## src/rtl/uart_sched_pkg.sv

```systemverilog
// ----------------------------------------------------------------------------
// uart_sched_pkg
// Shared types and constants for the UART word scheduler slice.
//   sched_state_t      : scheduler FSM states (IDLE, SEND, WAIT, TERM)
//   TERM_BYTE          : byte appended after every word when the terminator
//                        build option (UART_SCHED_TERM_EN) is enabled
//   DEFAULT_FRAME_BITS : start + 8 data + stop
//   clog2_min1()       : index width helper that never returns 0
// ----------------------------------------------------------------------------
package uart_sched_pkg;

    typedef enum logic [1:0] {
        IDLE = 2'd0,
        SEND = 2'd1,
        WAIT = 2'd2,
        TERM = 2'd3
    } sched_state_t;

    localparam logic [7:0] TERM_BYTE          = 8'h0A;
    localparam int         DEFAULT_FRAME_BITS = 10;

    // Width of an index into n items; a single item still gets a 1-bit field.
    function automatic int clog2_min1(input int n);
        return (n > 1) ? $clog2(n) : 1;
    endfunction

endpackage

```

## src/rtl/rr_arbiter.sv

```systemverilog
// ----------------------------------------------------------------------------
// rr_arbiter
// Purely combinational round-robin arbiter. The winner is the first asserted
// request found searching upward from last+1, wrapping modulo N. The caller
// owns the pointer register.
// Ports:
//   req     [N-1:0]  : request vector
//   last    [IW-1:0] : index of the previous winner
//   gnt     [N-1:0]  : one-hot grant (all zero when no request)
//   gnt_idx [IW-1:0] : index of the granted requester (0 when no request)
// ----------------------------------------------------------------------------
module rr_arbiter
    import uart_sched_pkg::*;
#(
    parameter  int N  = 2,
    localparam int IW = clog2_min1(N)
) (
    input  logic [N-1:0]  req,
    input  logic [IW-1:0] last,
    output logic [N-1:0]  gnt,
    output logic [IW-1:0] gnt_idx
);

    always_comb begin
        int   cand;
        logic found;
        gnt     = '0;
        gnt_idx = '0;
        found   = 1'b0;
        cand    = 0;
        // Offsets 1..N visit every requester once, ending at 'last' itself.
        for (int k = 1; k <= N; k++) begin
            cand = (int'(last) + k) % N;
            if (!found && req[IW'(cand)]) begin
                found            = 1'b1;
                gnt[IW'(cand)]   = 1'b1;
                gnt_idx          = IW'(cand);
            end
        end
    end

endmodule

```

## src/rtl/uart_word_scheduler.sv

```systemverilog
// ----------------------------------------------------------------------------
// uart_word_scheduler
// Shares one UART transmitter between several word producers. A round-robin
// arbiter picks one valid requester while idle; the accepted word is sent
// most significant byte first, one transmitter frame per byte, paced by an
// internal frame timer of CLKS_PER_BIT*FRAME_BITS cycles.
//
// Build option: define UART_SCHED_TERM_EN to append TERM_BYTE (0x0A) as an
// extra frame after the last data byte of every word.
//
// Ports:
//   clk          : clock, rising edge
//   i_reset_n    : asynchronous active-low reset (aborts any word in flight)
//   i_req_valid  : per-requester valid
//   i_req_data   : requester r word at [r*WORD_BYTES*8 +: WORD_BYTES*8]
//   o_req_ready  : one-hot accept, combinational, only while idle
//   o_start_uart : one-cycle pulse to the transmitter start input
//   o_uart_data  : registered byte to the transmitter, held between pulses
//   o_busy       : high whenever a word is in flight
//   o_grant_id   : requester whose word is in flight
// ----------------------------------------------------------------------------
module uart_word_scheduler
    import uart_sched_pkg::*;
#(
    parameter  int NUM_REQ      = 2,
    parameter  int WORD_BYTES   = 4,
    parameter  int CLKS_PER_BIT = 868,
    parameter  int FRAME_BITS   = DEFAULT_FRAME_BITS,
    localparam int ID_W         = clog2_min1(NUM_REQ),
    localparam int WORD_W       = WORD_BYTES * 8
) (
    input  logic                      clk,
    input  logic                      i_reset_n,
    input  logic [NUM_REQ-1:0]        i_req_valid,
    input  logic [NUM_REQ*WORD_W-1:0] i_req_data,
    output logic [NUM_REQ-1:0]        o_req_ready,
    output logic                      o_start_uart,
    output logic [7:0]                o_uart_data,
    output logic                      o_busy,
    output logic [ID_W-1:0]           o_grant_id
);

    localparam int FRAME_CLKS = CLKS_PER_BIT * FRAME_BITS;
    localparam int TMR_W      = clog2_min1(FRAME_CLKS);
    localparam int BI_W       = clog2_min1(WORD_BYTES);

    localparam logic [TMR_W-1:0] TMR_RELOAD = TMR_W'(FRAME_CLKS - 1);
    localparam logic [BI_W-1:0]  LAST_BYTE  = BI_W'(WORD_BYTES - 1);

    sched_state_t      state;
    sched_state_t      next_state;
    logic [ID_W-1:0]   last_q;
    logic [TMR_W-1:0]  timer_q;
    logic [BI_W-1:0]   byte_idx_q;
    logic [WORD_W-1:0] word_q;
    logic [NUM_REQ-1:0] arb_gnt;
    logic [ID_W-1:0]   arb_idx;
    logic              accept;
    logic              timer_done;
    logic              load_frame;
    logic [7:0]        next_byte;
`ifdef UART_SCHED_TERM_EN
    logic              term_sent_q;
`endif

    rr_arbiter #(
        .N (NUM_REQ)
    ) u_arb (
        .req     (i_req_valid),
        .last    (last_q),
        .gnt     (arb_gnt),
        .gnt_idx (arb_idx)
    );

    assign accept     = (state == IDLE) && (|i_req_valid);
    assign timer_done = (timer_q == '0);
    // Every entry into a frame-emitting state reloads the timer and the byte.
    assign load_frame = (next_state == SEND) || (next_state == TERM);

    // State register
    always_ff @(posedge clk or negedge i_reset_n) begin
        if (!i_reset_n) begin
            state <= IDLE;
        end else begin
            state <= next_state;
        end
    end

    // Next-state logic
    always_comb begin
        next_state = state;
        case (state)
            IDLE: begin
                if (|i_req_valid) next_state = SEND;
            end
            SEND: next_state = WAIT;
            WAIT: begin
                if (timer_done) begin
                    if (byte_idx_q != LAST_BYTE) next_state = SEND;
`ifdef UART_SCHED_TERM_EN
                    else if (!term_sent_q)       next_state = TERM;
`endif
                    else                         next_state = IDLE;
                end
            end
`ifdef UART_SCHED_TERM_EN
            TERM: next_state = WAIT;
`endif
            default: next_state = IDLE;
        endcase
    end

    // Byte to present with the next start pulse. From IDLE it comes straight
    // off the winner's input bus because the word register is loaded on the
    // same edge.
    always_comb begin
        int nb;
        next_byte = '0;
        nb        = 0;
        if (state == IDLE) begin
            next_byte = i_req_data[int'(arb_idx)*WORD_W + (WORD_W-8) +: 8];
        end else if (next_state == SEND) begin
            nb = int'(byte_idx_q) + 1;
            if (nb > WORD_BYTES - 1) nb = WORD_BYTES - 1;
            next_byte = word_q[(WORD_BYTES-1-nb)*8 +: 8];
        end
`ifdef UART_SCHED_TERM_EN
        else if (next_state == TERM) begin
            next_byte = TERM_BYTE;
        end
`endif
    end

    // Control and datapath registers that must clear on reset
    always_ff @(posedge clk or negedge i_reset_n) begin
        if (!i_reset_n) begin
            last_q      <= ID_W'(NUM_REQ - 1);
            o_grant_id  <= '0;
            byte_idx_q  <= '0;
            timer_q     <= '0;
            o_uart_data <= '0;
`ifdef UART_SCHED_TERM_EN
            term_sent_q <= 1'b0;
`endif
        end else begin
            if (accept) begin
                last_q      <= arb_idx;
                o_grant_id  <= arb_idx;
                byte_idx_q  <= '0;
`ifdef UART_SCHED_TERM_EN
                term_sent_q <= 1'b0;
`endif
            end else if ((state == WAIT) && (next_state == SEND)) begin
                byte_idx_q <= byte_idx_q + BI_W'(1);
            end

`ifdef UART_SCHED_TERM_EN
            if (state == TERM) term_sent_q <= 1'b1;
`endif

            // Timer counts through the emitting cycle itself, so consecutive
            // start pulses are exactly FRAME_CLKS apart.
            if (load_frame) begin
                timer_q     <= TMR_RELOAD;
                o_uart_data <= next_byte;
            end else if (!timer_done) begin
                timer_q <= timer_q - TMR_W'(1);
            end
        end
    end

    // Word capture; content is only meaningful after an accept
    always_ff @(posedge clk) begin
        if (accept) begin
            word_q <= i_req_data[int'(arb_idx)*WORD_W +: WORD_W];
        end
    end

    // Output logic
    always_comb begin
        o_start_uart = (state == SEND) || (state == TERM);
        o_busy       = (state != IDLE);
        o_req_ready  = '0;
        // Gated by reset so ready stays low while reset is held.
        if ((state == IDLE) && i_reset_n) o_req_ready = arb_gnt;
    end

endmodule

```

## config.mk

```make
export PLATFORM = sky130hd
export DESIGN_NAME = uart_word_scheduler
export DESIGN_NICKNAME = d
export VERILOG_FILES = /design/src/rtl/uart_sched_pkg.sv /design/src/rtl/rr_arbiter.sv /design/src/rtl/uart_word_scheduler.sv
export SDC_FILE = /design/constraint.sdc
export NUM_CORES = 1
export LEC_CHECK = 0
export CORE_ASPECT_RATIO = 2
export CORE_MARGIN = 2
export CORE_UTILIZATION = 40
export CTS_CLUSTER_SIZE = 12
export DETAILED_ROUTE_END_ITERATION = 8
export GPL_ROUTABILITY_DRIVEN = 0
export GPL_TIMING_DRIVEN = 0
export HOLD_SLACK_MARGIN = 0.06
export MAX_ROUTING_LAYER = met4
export PLACE_DENSITY = 0.76
export SYNTH_ARGS = -nofsm -noshare
export SYNTH_HDL_FRONTEND = slang
export SYNTH_SLANG_ARGS = --single-unit
```

## constraint.sdc

```tcl
create_clock -name clk -period 5.35 [get_ports clk]
set_input_delay 1.3375 -clock clk [delete_from_list [all_inputs] [get_ports clk]]
set_output_delay 1.3375 -clock clk [all_outputs]
set_load 0.01 [all_outputs]
```

# After elaboration in Yosys (flattened, before gate mapping)
# Cells that the tools add are included.
[word_totals]
elab_cells = 71
output_inout_bits = 13
ff_bits = 60
[op_classes]
eq_ne = 7
n_addsub = 7
reduce_logical = 14
shifts = 3
bitwise = 1
magnitude_cmp = 5
mux = 27
[ops]
columns = ["operator", "count"]
rows = [
  ["$shiftx A64 B7 Y32", 1],
  ["$shiftx A64 B8 Y8", 1],
  ["$mux W29", 2],
  ["$shiftx A32 B32 Y8", 1],
  ["$sub A3 B29 Y29 const A", 1],
  ["$mux W14", 2],
  ["$mux W8", 2],
  ["$logic_not A14 Y1", 1],
  ["$mux W2", 7],
  ["$sub A14 B1 Y14 const B", 1],
  ["$mux W1", 10],
  ["$add A6 B5 Y7 const B", 1],
  ["$eq A2 B2 Y1 const B", 3],
  ["$logic_and A1 B1 Y1", 6],
  ["$lt A1 B3 Y1 const B", 2],
  ["$pmux W2 S3", 1],
  ["$eq A2 B1 Y1 const B", 2],
  ["$reduce_bool A2 Y1", 2],
  ["$add A2 B1 Y3 const B", 1],
  ["$gt A3 B2 Y1 const B", 1],
  ["$mux W3", 1],
  ["$add A1 B1 Y1 const B", 2],
  ["$add A2 B1 Y2 const B", 1],
  ["$demux W1 S1", 2],
  ["other kinds (8)", 10],
]

# Longest topological paths before layout
# Gate-level depths: netlist of run 1.
[depth]
ltp_word = 11
mapped_depth = 8

# By module
# Synthesis of run 1 repeated with hierarchy kept, for this count alone.
[unflattened]
cells_unflattened = 243
hier_area_um2 = 3101.7
[modules_own_cells]
columns = ["mod", "seq_area_each_um2", "n_inst", "area_per_inst_um2", "cells_each"]
rows = [
  ["uart_word_scheduler", 1662.8, 1, 3074.2, 239],
  ["rr_arbiter", 0.0, 1, 27.5, 4],
]

# Worst setup path after synthesis of run 1
# OpenSTA, ideal clock, no wires.
[synth_path]
path_type = "input port to flip-flop"
from = "input port i_req_valid[1]"
to = "register o_uart_data[7]"
slack_ps = 2267
path_buffers = 1
setup_time_ps = 127
stages = 6
arrival_time_ps = 2956
required_time_ps = 5223
cell_sequence = "o21ai_0 inv_1 a21oi_4 inv_4 buf_6 mux2_1"
[synth_between]
word_cells_on_any_way = 8
cone_classes = "eq/ne: 2; mux: 4; reduce/logical: 2"
[synth_lines]
columns = ["item", "line_no", "text"]
rows = [
  ["from (decl)", "uart_word_scheduler.sv:34", "input logic [NUM_REQ-1:0] i_req_valid,"],
  ["$reduce_or A2 Y1 *", "uart_word_scheduler.sv:94", "if (|i_req_valid) next_state = SEND;"],
  ["$mux W2 *", "uart_word_scheduler.sv:94", ""],
  ["$pmux W2 S3 *", "uart_word_scheduler.sv:92", "case (state)"],
  ["$eq A2 B1 Y1 / $eq A2 B2 Y1 (equally long branches)", "uart_word_scheduler.sv:78", "assign load_frame = (next_state == SEND) || (next_state == TERM);"],
  ["$logic_or A1 B1 Y1 *", "uart_word_scheduler.sv:78", ""],
  ["named net load_frame", "uart_word_scheduler.sv:60", "logic load_frame;"],
  ["to (signal assigned)", "uart_word_scheduler.sv:165", "o_uart_data <= next_byte;"],
  ["to (decl)", "uart_word_scheduler.sv:38", "output logic [7:0] o_uart_data,"],
]
# The timed path passes the listed nets; every way through them passes the cells marked *.
# A chain may end at the register's enable or synchronous reset.

# Final worst setup path of run 1
[layout_path]
from = "input port i_reset_n"
to = "output port o_req_ready[0]"
[layout_between]
elab_chain_len = 2
[layout_rtl]
columns = ["item", "line_no", "text"]
rows = [
  ["from (decl)", "uart_word_scheduler.sv:33", "input logic i_reset_n,"],
  ["$logic_and A1 B1 Y1", "uart_word_scheduler.sv:185", "if ((state == IDLE) && i_reset_n) o_req_ready = arb_gnt;"],
  ["$mux W2", "uart_word_scheduler.sv:185", ""],
  ["to (decl)", "uart_word_scheduler.sv:36", "output logic [NUM_REQ-1:0] o_req_ready,"],
]
# Every way passes these cells.

==> results of run 1 <==
final timing paths:
kind,slack (ns),startpoint,end,depth (start not counted)
worst max register to register,2.77,state[1]$_DFF_PN0_,o_uart_data[7]$_DFFE_PN0P_,9
min in group asynchronous,1.03,i_reset_n,timer_q[10]$_DFFE_PN0P_,1
worst min register to register,0.50,timer_q[7]$_DFFE_PN0P_,timer_q[7]$_DFFE_PN0P_,1
worst max-delay path,1.33,i_reset_n,o_req_ready[0],3
worst min-delay path,0.50,timer_q[7]$_DFFE_PN0P_,timer_q[7]$_DFFE_PN0P_,1
max in group asynchronous,3.89,i_reset_n,timer_q[1]$_DFFE_PN0P_,1
power by group through the flow:
stage	sequential, mW	clock [mW]	combinational (mW)
3_3_place_gp	0.740	0	0.594
4_1_cts	0.743	0.565	0.615
6_report	0.737	0.555	0.623
5_1_grt	0.749	0.591	0.676
2_1_floorplan	0.735	0	0.370
3_5_place_dp	0.749	0	0.612
cell type report:
class | instances | area share, %
inverter | 7 | 0.6702
clock buffer | 14 | 5.915
clock inverter | 2 | 0.8159
tap | 94 | 2.739
timing repair buffer | 80 | 18.76
multi-input combinational | 150 | 30.80
sequential | 60 | 38.72
buffer | 13 | 1.573
cell families (layout without fill, tap and decap cells):
family	after synthesis	in the layout	synth area share [%]
AO/OA/AOI/OAI	38	38	8.689
XOR/XNOR	2	2	0.5685
adder cells (fa/ha/maj)	6	6	2.436
buffers and inverters	20	116	3.126
flip-flops	60	60	53.96
multiplexers	48	48	20.46
other	1	1	0.1217
AND/OR/NAND/NOR	55	55	10.64
routing by layer:
| layer | global-route usage, % | routed length (um) | share of wire (%) | vias up |
|---|---|---|---|---|
| met5 | - | 0 | 0 | - |
| met4 | 11.28 | 231 | 3.3 | 0 |
| met3 | 4.039 | 274 | 3.9 | 17 |
| met2 | 34.40 | 4217 | 60 | 75 |
| met1 | 17.94 | 2347 | 33 | 1112 |
| li1 | - | - | - | 1066 |
synth_stat cells (2+ instances only):
library cell / number / area share [%]
or4_1: 3 / 0.73
nand2b_1: 3 / 0.61
dfrtp_1: 27 / 22
a22o_1: 2 / 0.57
mux4_2: 8 / 5.8
or3_1: 6 / 1.2
o2bb2ai_1: 8 / 2.3
a211o_1: 2 / 0.57
nand3_1: 12 / 1.9
o21ai_0: 9 / 1.5
buf_2: 6 / 0.97
nand2_1: 6 / 0.73
nand3b_1: 2 / 0.49
ha_1: 6 / 2.4
mux2_2: 39 / 14
o31ai_1: 2 / 0.49
a21oi_1: 9 / 1.5
clkbuf_1: 4 / 0.49
nand4_1: 2 / 0.41
nor2_1: 8 / 0.97
inv_1: 6 / 0.73
edfxtp_1: 32 / 31
nor3_1: 3 / 0.49
registers in the layout, summed over array words and instances (netlist names):
name and count:
last_q 1, o_uart_data 8, state 2, word_q 32, timer_q 14, byte_idx_q 2
o_grant_id 1
==> flow_metrics.tcl, run 1 <==
set metrics [dict create \
    die_area_um2 8465 \
    finalPower_mw 1.915 \
    clock_power_share_pct 29.0 \
    post-dp-hpwl_mm 5.419 \
    final_cell_mix "78 x clkdlybuf4s50_1, 39 x mux2_2, 32 x edfxtp_1" \
    synth_edf_count 32 \
    ys.flop_type "edfxtp_1" \
    status "finished, final reports clean" \
    crit_fanout 29 \
    vias 2270 \
    p_int_mw 1.356 \
    cpMaxStageDelayCell "clkdlybuf4s50_1" \
    setup_viol 0 \
    grtUsageTotal_pct 19.12 \
    drtPass1Iterations 4 \
    grt_pass1_wl_mm 11.48 \
    synth_nets 304 \
    n_antenna_cell 0 \
    power.leakage_nw 1.569 \
    grt-ovfl-total 0 \
    rsz0062_at_grt "false" \
    syn_inst 230 \
    cts_max_level 3 \
    slowest_delay_ns 0.54 \
    switching_share_pct 29.21 \
    cts_hold_buf 0 \
    core_um2 7545 \
    drc 0 \
    seq_area_um2 1663 \
    cts.path.max_buffers 2 \
    die_w_um 66.07 \
    stdcell_area_um2 4294 \
    cp_top_family "buffers and inverters" \
    switchingPower_mw 0.5592 \
    fillerInstances 655 \
    cts_buffers 9 \
    async_flop_share_pct 46.67 \
    arrival_ns 2.68 \
    drt-total-wl_mm 7.070 \
    drv_cap 0 \
    pwr-share-comb_pct 32.5 \
    routedWlPerCell_um 16.83 \
    multi_input_area_um2 1323 \
    nNetsFinal 395 \
    crit_path_end_kind "primary output" \
    postPlaceCellArea_um2 3990 \
    worst-slew-pin-transition_ns 0.8063 \
    cp-start-kind "input port" \
    period_minus_slack_ns 4.017 \
    finalMaxSlewViolations 0 \
    fin_ws_ns 1.333 \
    avgSynthCellArea_um2 13.40 \
    period_share_pct 75.09 \
    drive_above_1_share_pct 23.93 \
    dp.cells 403 \
    synth-seq-area-share_pct 53.96 \
    insertion_delay_ns 0.32 \
    worst-path-buf-inv 2 \
    clk_pin_slew_ns 0.05 \
    cts_sinks 60 \
    post_cts_resized 0 \
    final_core_util_pct 56.92 \
    io_buffer_count 79 \
    num_rows 45 \
    cts_setup_buffers 0 \
    cts_tree "built" \
    setup_tns_ns 0 \
    seqPwrFrac_pct 38.5 \
    syn_to_final_growth_pct 39.34 \
    io-pin-count 81 \
    max_freq_mhz 248.9 \
    cp_cell_sequence "buf_2 > and4_1 > clkdlybuf4s50_1" \
    ant_nets 0 \
    required_ns 4.01 \
    vdd_drop_max_mv 0.2977 \
    synthDistinctLibCells 48 \
    hold_ws_ns 0.4982 \
    path_class "input port to primary output" \
    hold_viol_final 0 \
    viasPerCell 5.405 \
    grt_max_degree 36 \
    synth_warnings 0 \
    final_common_cell "clkdlybuf4s50_1" \
    die_y_um 128.1 \
    root_buffer "clkbuf_16" \
    min_path_type "flip-flop to flip-flop" \
    grt_pass1_vias 2452 \
    synth_area_um2 3082 \
    slew_headroom_pct 45.54 \
    antenna_found_initial 0 \
    drt_iter0_drc 70 \
    finClkSkew_ns 0.005908 \
    synth-seq-cells 60 \
    pre_cts_slack_ns 0.3523 \
    initial_core_util_pct 40.85 \
    pwr_density_cell_nw_per_um2 445.9 \
    final-instance-count-excl-fill 420 \
]
No activity file was read; power rests on OpenSTA's default activity.
==> inputs of run 2 (changes only) <==
--- a/config.mk
+++ b/config.mk
@@ -14,7 +14,7 @@
 export GPL_TIMING_DRIVEN = 0
 export HOLD_SLACK_MARGIN = 0.06
 export MAX_ROUTING_LAYER = met4
-export PLACE_DENSITY = 0.76
+export PLACE_DENSITY = 0.78
 export SYNTH_ARGS = -nofsm -noshare
 export SYNTH_HDL_FRONTEND = slang
 export SYNTH_SLANG_ARGS = --single-unit
==> constraint.sdc (replaced) <==
create_clock -name clk -period 3.25 [get_ports clk]
set_input_delay 0.8125 -clock clk [delete_from_list [all_inputs] [get_ports clk]]
set_output_delay 0.8125 -clock clk [all_outputs]
set_load 0.01 [all_outputs]
==> run 2 against run 1 <==
  * Largest cell class unchanged
  * Final area grew 0.58%
  * Non-clock buffer count unchanged
  * Final cell count is the same
  * Setup slack worse by 1.2 ns
  * Power rose by 68%
  * Largest power group unchanged
  * Register-to-register slack got worse by 2.0 ns
==> flow_metrics.tcl, run 2 (synthesis results as in run 1) <==
set metrics [dict create \
    r2r_cells 9 \
    pre_cts_slack_ns -0.6760 \
    vdd_drop_max_mv 0.4346 \
    cts.path.max_buffers 2 \
    cts_setup_buffers 0 \
    syn_to_final_growth_pct 40.15 \
    grt_max_degree 36 \
    drv_cap 0 \
    antenna_found_initial 0 \
    stdcell_area_um2 4319 \
    rsz0062_at_grt "false" \
    cp_cell_sequence "clkdlybuf4s18_2 > and4_1 > clkdlybuf4s50_1" \
    status "finished, final reports clean" \
    hold_ws_ns 0.4985 \
    drt_iter0_drc 94 \
    finClkSkew_ns 0.007294 \
    post_cts_resized 3 \
    top_regs "word_q (32), timer_q (14), o_uart_data (8)" \
    arrival_ns 2.28 \
    io_buffer_count 79 \
    cts_buffers 9 \
    grt-ovfl-total 0 \
    crit_fanout 29 \
    setup_viol 0 \
    fin_ws_ns 0.1624 \
    drt-total-wl_mm 7.107 \
    core_um2 7545 \
    drive_above_1_share_pct 24.85 \
    initial_core_util_pct 40.85 \
    vias 2279 \
    largest_reg_flops 32 \
    grt_pass1_vias 2379 \
    worst-path-buf-inv 2 \
    finalMaxSlewViolations 0 \
    top_register "word_q" \
    final_common_cell "clkdlybuf4s50_1" \
    slew_headroom_pct 47.24 \
    drtPass1Iterations 4 \
    crit_cells 3 \
    ant_nets 0 \
    nNetsFinal 395 \
    period_share_pct 95.00 \
    finalPower_mw 3.212 \
    clk_pin_slew_ns 0.05 \
    cp-start-kind "input port" \
    final-instance-count-excl-fill 420 \
    io-pin-count 81 \
    insertion_delay_ns 0.33 \
    n_antenna_cell 0 \
    hold_viol_final 0 \
    cp_top_family "buffers and inverters" \
    period_minus_slack_ns 3.088 \
    cts_sinks 60 \
    routedWlPerCell_um 16.92 \
    max_freq_mhz 323.9 \
    path_class "input port to primary output" \
    post-dp-hpwl_mm 5.646 \
    cts_tree "built" \
    fillerInstances 633 \
    min_path_type "flip-flop to flip-flop" \
    grt_pass1_wl_mm 11.40 \
    dp.cells 403 \
    required_ns 2.44 \
    cpMaxStageDelayCell "clkdlybuf4s18_2" \
    cts_max_level 3 \
    power.leakage_nw 1.586 \
    postPlaceCellArea_um2 3990 \
    drc 0 \
    grtUsageTotal_pct 18.97 \
    root_buffer "clkbuf_16" \
    die_area_um2 8465 \
    worst-slew-pin-transition_ns 0.7810 \
    die_w_um 66.07 \
    viasPerCell 5.426 \
    cts_hold_buf 0 \
    pwr_density_cell_nw_per_um2 743.8 \
    hold_depth 1 \
    final_cell_mix "78 x clkdlybuf4s50_1, 39 x mux2_2, 32 x edfxtp_1" \
    slowest_delay_ns 0.64 \
    crit_path_end_kind "primary output" \
    die_y_um 128.1 \
    num_rows 45 \
]
## run 2: power breakdown
group / leakage [nW] / total, mW / switching (mW) / internal [mW]
Sequential: 0.641 / 1.21 / 0.119 / 1.10
Combinational: 0.792 / 1.02 / 0.489 / 0.526
Clock: 0.154 / 0.983 / 0.320 / 0.663
## run 2: path summary, 6_finish.rpt
kind / from / to / slack, ns
worst max-delay path: i_reset_n / o_req_ready[0] / 0.16
worst min-delay path: timer_q[7]$_DFFE_PN0P_ / timer_q[7]$_DFFE_PN0P_ / 0.50
worst max register to register: state[1]$_DFF_PN0_ / o_uart_data[7]$_DFFE_PN0P_ / 0.77
worst min register to register: timer_q[7]$_DFFE_PN0P_ / timer_q[7]$_DFFE_PN0P_ / 0.50
max in group asynchronous: i_reset_n / byte_idx_q[1]$_DFFE_PN0P_ / 2.17
min in group asynchronous: i_reset_n / timer_q[3]$_DFFE_PN0P_ / 0.63
## run 2: area by class of cell
| type | instances | area (um2) | share of cell area (%) |
|---|---|---|---|
| sequential | 60 | 1663 | 38.50 |
| multi-input combinational | 150 | 1323 | 30.62 |
| timing repair buffer | 80 | 810.8 | 18.77 |
| clock buffer | 10 | 229.0 | 5.301 |
| tap | 94 | 117.6 | 2.723 |
| clock inverter | 6 | 78.83 | 1.825 |
| buffer | 13 | 68.82 | 1.593 |
| inverter | 7 | 28.78 | 0.6663 |
## run 2: through the flow
step           util (%)  TNS [ns]
2_1_floorplan         -         0
3_3_place_gp      52.89   -0.8523
3_5_place_dp      52.89    -1.594
4_1_cts           56.98         0
5_1_grt           57.25         0
6_report          57.25         0
## run 2: metal layers
metal | share of wire, % | global-route usage [%]
met5 | 0 | -
met4 | 2.6 | 9.964
met3 | 4.3 | 5.531
met2 | 60 | 34.05
met1 | 33 | 17.50
